==> config.mk <==
export PLATFORM = sky130hd
export DESIGN_NAME = if_fetch_fsm
export DESIGN_NICKNAME = d
export VERILOG_FILES = /design/src/rtl/if_fetch_fsm.sv
export SDC_FILE = /design/constraint.sdc
export NUM_CORES = 1
export LEC_CHECK = 0
export BUFFER_PORTS_ARGS = -buffer_cell sky130_fd_sc_hd__buf_2
export CORE_ASPECT_RATIO = 2
export CORE_MARGIN = 4
export CORE_UTILIZATION = 40
export DETAILED_ROUTE_END_ITERATION = 16
export PLACE_DENSITY = 0.65
export SETUP_SLACK_MARGIN = 0.05
export SYNTH_ARGS = -nofsm -noshare
export SYNTH_HDL_FRONTEND = slang
export SYNTH_SLANG_ARGS = --single-unit
==> constraint.sdc <==
create_clock -name clk -period 2.1 [get_ports clk]
set_input_delay 0.42 -clock clk [delete_from_list [all_inputs] [get_ports clk]]
set_output_delay 0.42 -clock clk [all_outputs]
set_load 0.01 [all_outputs]
==> src/rtl/if_fetch_fsm.sv <==
// Instruction-fetch stage: PC generation, single-outstanding imem fetch,
// one-entry instruction buffer and valid/ready_go producer for IF/ID.
module if_fetch_fsm #(
  parameter int unsigned BUS_WIDTH  = 32,
  parameter int unsigned DATA_WIDTH = 32,
  parameter logic [BUS_WIDTH-1:0] RESET_PC = '0,
  parameter int unsigned PC_STEP    = 4
) (
  input  logic                  clk,
  input  logic                  rst_n,
  input  logic                  jump,
  input  logic [BUS_WIDTH-1:0]  jump_addr,
  input  logic                  hold,
  input  logic                  allow_in_id,
  output logic                  valid_if,
  output logic                  ready_go_if,
  output logic [BUS_WIDTH-1:0]  pc_if,
  output logic [DATA_WIDTH-1:0] instruction_if,
  output logic                  imem_req,
  output logic [BUS_WIDTH-1:0]  imem_addr,
  input  logic                  imem_gnt,
  input  logic                  imem_rvalid,
  input  logic [DATA_WIDTH-1:0] imem_rdata
);

  localparam int I_IDLE = 0;
  localparam int I_REQ  = 1;
  localparam int I_WAIT = 2;
  localparam int I_DROP = 3;
  localparam int I_FULL = 4;

  localparam logic [BUS_WIDTH-1:0] STEP = BUS_WIDTH'(PC_STEP);

  typedef enum logic [4:0] {
    S_IDLE = 5'b00001,
    S_REQ  = 5'b00010,
    S_WAIT = 5'b00100,
    S_DROP = 5'b01000,
    S_FULL = 5'b10000
  } state_e;

  state_e                state_q;
  logic [BUS_WIDTH-1:0]  fetch_pc_q;
  logic [BUS_WIDTH-1:0]  pc_q;
  logic [DATA_WIDTH-1:0] instr_q;
  logic                  handover;

  assign ready_go_if    = !hold;
  assign valid_if       = state_q[I_FULL] && !jump;
  assign handover       = valid_if && ready_go_if && allow_in_id;
  assign imem_req       = state_q[I_REQ];
  assign imem_addr      = fetch_pc_q;
  assign pc_if          = pc_q;
  assign instruction_if = instr_q;

  always_ff @(posedge clk or negedge rst_n) begin
    if (!rst_n) begin
      state_q    <= S_IDLE;
      fetch_pc_q <= RESET_PC;
      pc_q       <= '0;
      instr_q    <= '0;
    end else begin
      unique case (1'b1)
        state_q[I_IDLE]: state_q <= S_REQ;
        state_q[I_REQ]: begin
          // Memory latches the address only at gnt, so retargeting is safe
          if (jump) fetch_pc_q <= jump_addr;
          if (imem_gnt) state_q <= jump ? S_DROP : S_WAIT;
        end
        state_q[I_WAIT]: begin
          if (imem_rvalid) begin
            if (!jump) begin
              pc_q    <= fetch_pc_q;
              instr_q <= imem_rdata;
              state_q <= S_FULL;
            end else begin
              fetch_pc_q <= jump_addr;
              state_q    <= S_REQ;
            end
          end else if (jump) begin
            fetch_pc_q <= jump_addr;
            state_q    <= S_DROP;
          end
        end
        state_q[I_DROP]: begin
          if (jump) fetch_pc_q <= jump_addr;
          if (imem_rvalid) state_q <= S_REQ;
        end
        state_q[I_FULL]: begin
          if (jump) begin
            pc_q       <= '0;
            instr_q    <= '0;
            fetch_pc_q <= jump_addr;
            state_q    <= S_REQ;
          end else if (handover) begin
            fetch_pc_q <= pc_q + STEP;
            state_q    <= S_REQ;
          end
        end
        default: state_q <= S_IDLE;
      endcase
    end
  end

endmodule

==> results of run 1 <==
## cells in the final DEF (no fill, tap or decap), drive strengths merged, types with 2 or more instances in the layout
master,n
nand2,162
o21ai,25
a31oi,6
nand3,16
nor3,6
xnor2,4
o22ai,7
o211ai,8
nand2b,3
bufinv,2
a21oi,20
nand4,8
mux2i,3
buf,197
and3,4
inv,4
xor2,19
nand3b,64
clkinv,4
nor2,30
and4,4
nor4,4
clkbuf,10
or4,3
o21a,2
dfrtp,100
## final cells by class
| type | count | area [um^2] | area share |
|---|---|---|---|
| multi-input cells | 408 | 2290 | 0.353 |
| flip-flops and latches | 101 | 2530 | 0.390 |
| clock buffers | 10 | 239 | 0.0368 |
| well taps | 147 | 184 | 0.0283 |
| repair buffers | 198 | 1140 | 0.176 |
| clock inverters | 6 | 86.3 | 0.0133 |
| inverters | 5 | 18.8 | 0.00289 |
## sequential cells by signal, summed over array words and instances (netlist names)
register / cells
instruction_if: 32
state_q: 5
imem_addr: 32
pc_if: 32
## routing by layer
metal	part of all wire	vias to the layer above	GRT usage	wire [um]
li1	-	2216	-	-
met1	0.37	2200	0.251	5550
met2	0.55	148	0.387	8300
met3	0.060	17	0.0467	898
met4	0.018	0	0.0638	269
met5	0	-	0	0
## per-stage QoR
step                hold WS (ns)  total power [W]  cell area (um^2)   util
global route               0.296          0.00927              6490  0.532
floorplan                  0.124          0.00517              4970      -
detailed placement         0.334          0.00690              6140  0.504
CTS                        0.290          0.00875              6480  0.532
global placement           0.328          0.00680              6140  0.504
finish                     0.299          0.00864              6490  0.532
## worst reg2reg max path, cell delays in order (launching register included)
cell	delay [ns]
dfrtp_1	0.43
nand2_1	0.21
or4_4	0.62
nor4_1	0.29
o21ai_1	0.11
a21oi_1	0.14
## timing repair
action	in CTS	in global routing
resized for setup	1	2
endpoints found under the setup margin	1	1
buffers inserted	0	0
hold buffers	1	0
endpoints found under the hold margin	18	0
## report_power, final
part	total (W)	switching (W)	internal (W)	leakage [nW]
clock network	0.00182	0.000743	0.00108	0.158
logic	0.00315	0.00179	0.00135	1.93
registers	0.00368	0.000831	0.00285	1.27
total	0.00864	0.00337	0.00528	3.36
## worst min path at each step
stage	endpoint	cells after the start	slack [ns]	startpoint
2_1_floorplan	imem_addr[0]	0	0.12	rst_n
5_1_grt	instruction_if[22]	3	0.30	imem_rdata[22]
3_5_place_dp	instruction_if[2]	1	0.33	rst_n
4_1_cts	instruction_if[17]	3	0.29	imem_rdata[17]
3_3_place_gp	instruction_if[0]	1	0.33	rst_n
6_report	instruction_if[1]	3	0.30	imem_rdata[1]
## cell families after synthesis
kind of cell / share of synthesized area
flip-flops: 0.509
AO/OA/AOI/OAI: 0.0866
adder cells (fa/ha/maj): 0.00252
multiplexers: 0.00604
AND/OR/NAND/NOR: 0.323
buffers and inverters: 0.0332
XOR/XNOR: 0.0405
==> run_results.csv, run 1 <==
group,metric,value,unit
status,status,"completed",
pwr,power.ir.vdd_worst,0.000702,V
drt,postRouteWirelength,15000,um
critical_path,timing_worst_setup_path_type,"reg -> out",
timing,share_of_the_clock_period_used_by_the_worst_path,0.913,
grt,initial_antenna_violation_count,0,
layout,post_route_cells_drive_above_1_share,0.316,
grt,maximum_number_of_pins_on_one_net_before_global_route_repair,50,
yosys,synth-async-reset-ratio,1.00,
timing,drv_slew,0,
yosys,post_synth_instance_area,0.00497,mm^2
die,die-height,166,um
timing,max_freq,0.521,GHz
drt,dr.first_iter.drc_count,246,
timing,finalHoldViolCount,0,
grt,gr-total-overflow,0,
critical_path,critPathArrivalTime,1.50,ns
job,drv.max_cap_violation_count,0,
clock_network,tritoncts.num_buffers,9,
critical_path,crit_start,"state_q[4]",
clock_network,cts_root_buffer,"clkbuf_16",
drt,post_drt_wl_per_cell,17.2,um
placement,place_ws,0.154,ns
clock_network,cts_tree,"built",
critical_path,worst_ep_required_time,1.68,ns
timing,worst_pin_slew,0.759,ns
layout,area_delta_synth_final,30.5,%
critical_path,worstSetupStartpointType,"flip-flop",
grt,first_pass_grt_wire_length,24600,um
die,initial_utilization,0.408,
layout,fillers,1151,
die,placeable_core_region,0.0122,mm^2
layout,fin_nets,795,
yosys,synth-seq-area-share,0.509,
yosys,synth_top_area_frac,0.503,
critical_path,r2r_slack,0.24,ns
timing,worst_clock_skew,0.00715,ns
yosys,synth.top_cells.by_area,"dfrtp_1 50%, nand2_1 12%, nand3b_1 9.7%",
critical_path,timing.critical_path.to,"valid_if",
critical_path,slowest_delay,0.43,ns
critical_path,path_delay_family,"buffers and inverters",
critical_path,setup.worst_path.end_class,"primary output",
worst_hold_path,timing.hold.worst.class,"in -> reg",
critical_path,timing.critical_path.cells,"buf_8, nand2b_1, clkinv_1, buf_6, buf_2",
timing,timing.slew.headroom,0.493,
yosys,seq_cells_post_synth,101,
timing,tns,0,ns
yosys,synth.yosys.warnings,0,
placement,place.detailed.hpwl,11100,um
layout,n_antenna_cell,0,
timing,grt_setup_unrepaired,"no",
critical_path,worst_r2r_startpoint,"pc_if[2]",
yosys,synth.distinct_cells,49,
drt,routed-via-count,4581,
die,num_rows,57,
pwr,cellPowerDensity,1330,mW/mm^2
clock_network,clock_sinks,101,
die,chipWidth,86.8,um
clock_network,clock_tree.htree_level_count,3,
critical_path,rr_worst_depth,5,
clock_network,clkTransAtPathRegs,0.07,ns
drt,detail_route.first_pass.iterations,5,
critical_path,critical_path_buffer_and_inverter_count,4,
yosys,number_of_instances_in_the_synthesized_netlist,549,
yosys,synthesis.nets,621,
clock_network,cts_max_path_buffers,2,
pwr,leakagePower,3.36,nW
placement,globalplace.congestion,0.815,
critical_path,worstReg2RegEnd,"imem_addr[19]",
placement,port_bufs,169,
timing,final_critical_path_setup_slack,0.182,ns
yosys,synthFlopType,"dfrtp_1",
drt,antenna_violating_nets_post_route,0,
timing,setup-violations-final,0,
yosys,synth_commonest_cells,"162 x nand2_1, 100 x dfrtp_1, 64 x nand3b_1, 30 x nor2_1, 24 x clkbuf_1",
yosys,yosysTopAreaCell,"dfrtp_1",
die,die_area,0.0144,mm^2
yosys,post-synth-top-count-cell,"nand2_1",
grt,first_global_vias,4756,
critical_path,cp_slowest_cell,"dfrtp_2",
yosys,synth.avg_cell_area,9.06,um^2
grt,grt_use_total,0.216,
yosys,synth_enable_flop_cells,0,
placement,place_inst,858,
layout,layoutNonFillerInstCount,875,
timing,minimum_clock_period,1.92,ns
drt,post-route-drc-count,0,
critical_path,timing.critical_path.depth,5,
critical_path,timing.critical_path.fanout_max,30,
die,num_io_pins,170,
clock_network,insertion_delay,0.35,ns
drt,detail_route.vias_per_cell,5.24,
No activity file was read; power rests on OpenSTA's default activity.
==> inputs of run 2 (changes only) <==
==> constraint.sdc (replaced) <==
create_clock -name clk -period 2.5 [get_ports clk]
set_input_delay 0.5 -clock clk [delete_from_list [all_inputs] [get_ports clk]]
set_output_delay 0.5 -clock clk [all_outputs]
set_load 0.01 [all_outputs]
==> run_results.csv, run 2 (synthesis results as in run 1) <==
group,metric,value,unit
status,status,"completed",
drt,antenna_violating_nets_post_route,0,
clock_network,tritoncts.num_buffers,9,
grt,gr-total-overflow,0,
layout,final_util,0.516,
timing,worst_clock_skew,0.0106,ns
layout,layout.cells.most_common,"buf_2",
clock_network,cts_max_path_buffers,2,
critical_path,worst_r2r_startpoint,"state_q[4]",
timing,setup-violations-final,0,
layout,n_antenna_cell,0,
grt,first_global_vias,4798,
critical_path,setup.worst_path.end_class,"primary output",
placement,place.detailed.hpwl,10800,um
critical_path,cp_slowest_cell,"dfrtp_2",
clock_network,cts_repair_resize_count,0,
critical_path,cpMostUsedCell,"buf_4",
critical_path,timing.critical_path.cells,"buf_4, nand2b_1, clkinv_1, buf_4, buf_2",
clock_network,cts_root_buffer,"clkbuf_16",
drt,detail_route.first_pass.iterations,5,
die,die-height,166,um
die,chipWidth,86.8,um
clock_network,clock_tree.htree_level_count,3,
clock_network,clkTransAtPathRegs,0.07,ns
timing,share_of_the_clock_period_used_by_the_worst_path,0.843,
die,placeable_core_region,0.0122,mm^2
timing,finalHoldViolCount,0,
drt,dr.first_iter.drc_count,198,
timing,tns,0,ns
die,num_rows,57,
critical_path,critPathArrivalTime,1.61,ns
clock_network,insertion_delay,0.35,ns
critical_path,r2r_slack,0.43,ns
layout,post_route_cells_drive_above_1_share,0.305,
clock_network,cts_setup_buffers,0,
clock_network,post_cts_hold_buffer_count,0,
layout,fin_nets,782,
pwr,power.ir.vdd_worst,0.000549,V
timing,worst_pin_slew,1.06,ns
critical_path,crit_start,"state_q[4]",
grt,first_pass_grt_wire_length,24300,um
timing,max_freq,0.474,GHz
drt,routed-via-count,4550,
layout,area_delta_synth_final,26.6,%
clock_network,cts_tree,"built",
placement,port_bufs,169,
critical_path,worstReg2RegEnd,"instruction_if[10]",
layout,fillers,1181,
critical_path,timing.critical_path.fanout_max,21,
pwr,cellPowerDensity,1100,mW/mm^2
drt,post-route-drc-count,0,
timing,grt_setup_unrepaired,"no",
die,initial_utilization,0.408,
drt,post_drt_wl_per_cell,17.5,um
worst_hold_path,timing.hold.worst.class,"in -> async",
grt,grt_use_total,0.211,
die,num_io_pins,170,
timing,drv_slew,0,
critical_path,slowest_delay,0.49,ns
clock_network,clock_sinks,101,
drt,postRouteWirelength,15100,um
timing,whs,0.171,ns
pwr,total_power_consumption_of_the_routed_design,0.00695,W
layout,most-common-layout-cells,"168 x buf_2, 162 x nand2_1, 99 x dfrtp_1",
pwr,leakagePower,3.25,nW
job,drv.max_cap_violation_count,0,
timing,timing.slew.headroom,0.294,
timing,minimum_clock_period,2.11,ns
critical_path,rr_worst_depth,6,
drt,detail_route.vias_per_cell,5.28,
die,die_area,0.0144,mm^2
critical_path,worst_ep_required_time,2.00,ns
grt,maximum_number_of_pins_on_one_net_before_global_route_repair,66,
critical_path,worstSetupStartpointType,"flip-flop",
placement,globalplace.congestion,0.784,
grt,initial_antenna_violation_count,0,
critical_path,timing_worst_setup_path_type,"reg -> out",
run 2: cell count changes in the layout (fill, tap and decap cells not counted), sizes merged:
cell / previous run / this run
buf: 197 / 185
bufinv: 2 / 0
clkbuf: 10 / 9
clkinv: 4 / 3
clkinvlp: 1 / 2
dlygate4sd3: 1 / 0
inv: 4 / 7
run 2: worst max path at each step:
stage | end | depth (start not counted)
2_1_floorplan | imem_addr[29] | 5
3_3_place_gp | instruction_if[14] | 7
3_5_place_dp | pc_if[27] | 7
4_1_cts | valid_if | 5
5_1_grt | imem_addr[28] | 6
6_report | valid_if | 5
run 2: layout make-up:
| cell class | count | area (um^2) | area share |
|---|---|---|---|
| well taps | 147 | 184 | 0.0292 |
| multi-input cells | 408 | 2290 | 0.364 |
| clock buffers | 9 | 225 | 0.0358 |
| flip-flops and latches | 101 | 2530 | 0.402 |
| repair buffers | 185 | 993 | 0.158 |
| clock inverters | 7 | 55.1 | 0.00874 |
| inverters | 5 | 18.8 | 0.00298 |
run 2: metal layers:
metal	vias to the layer above	share of wire	track usage
met2	149	0.54	0.389
met4	0	0.026	0.0658
met3	25	0.058	0.0363
met1	2194	0.37	0.238
met5	-	0	0
li1	2182	-	-
run 2: critical path: cells and delay by family, from the launching register on:
kind,cells,cell delay [ns]
buffers and inverters,4,0.65
flip-flops,1,0.49
AND/OR/NAND/NOR,1,0.12
run 2: through the flow:
stage          instance area [um^2]  cells  setup slack (ns)
6_report                       6300    862             0.392
5_1_grt                        6300    862             0.255
4_1_cts                        6300    862             0.366
3_5_place_dp                   6020    846             0.215
3_3_place_gp                   6020    846             0.291
2_1_floorplan                  4970    549             0.610
run 2: where the power goes:
group          total (W)  internal [W]  switching, W  leakage (nW)
Sequential       0.00314       0.00239      0.000748          1.27
Clock            0.00134      0.000687      0.000651         0.133
Combinational    0.00247       0.00104       0.00143          1.85
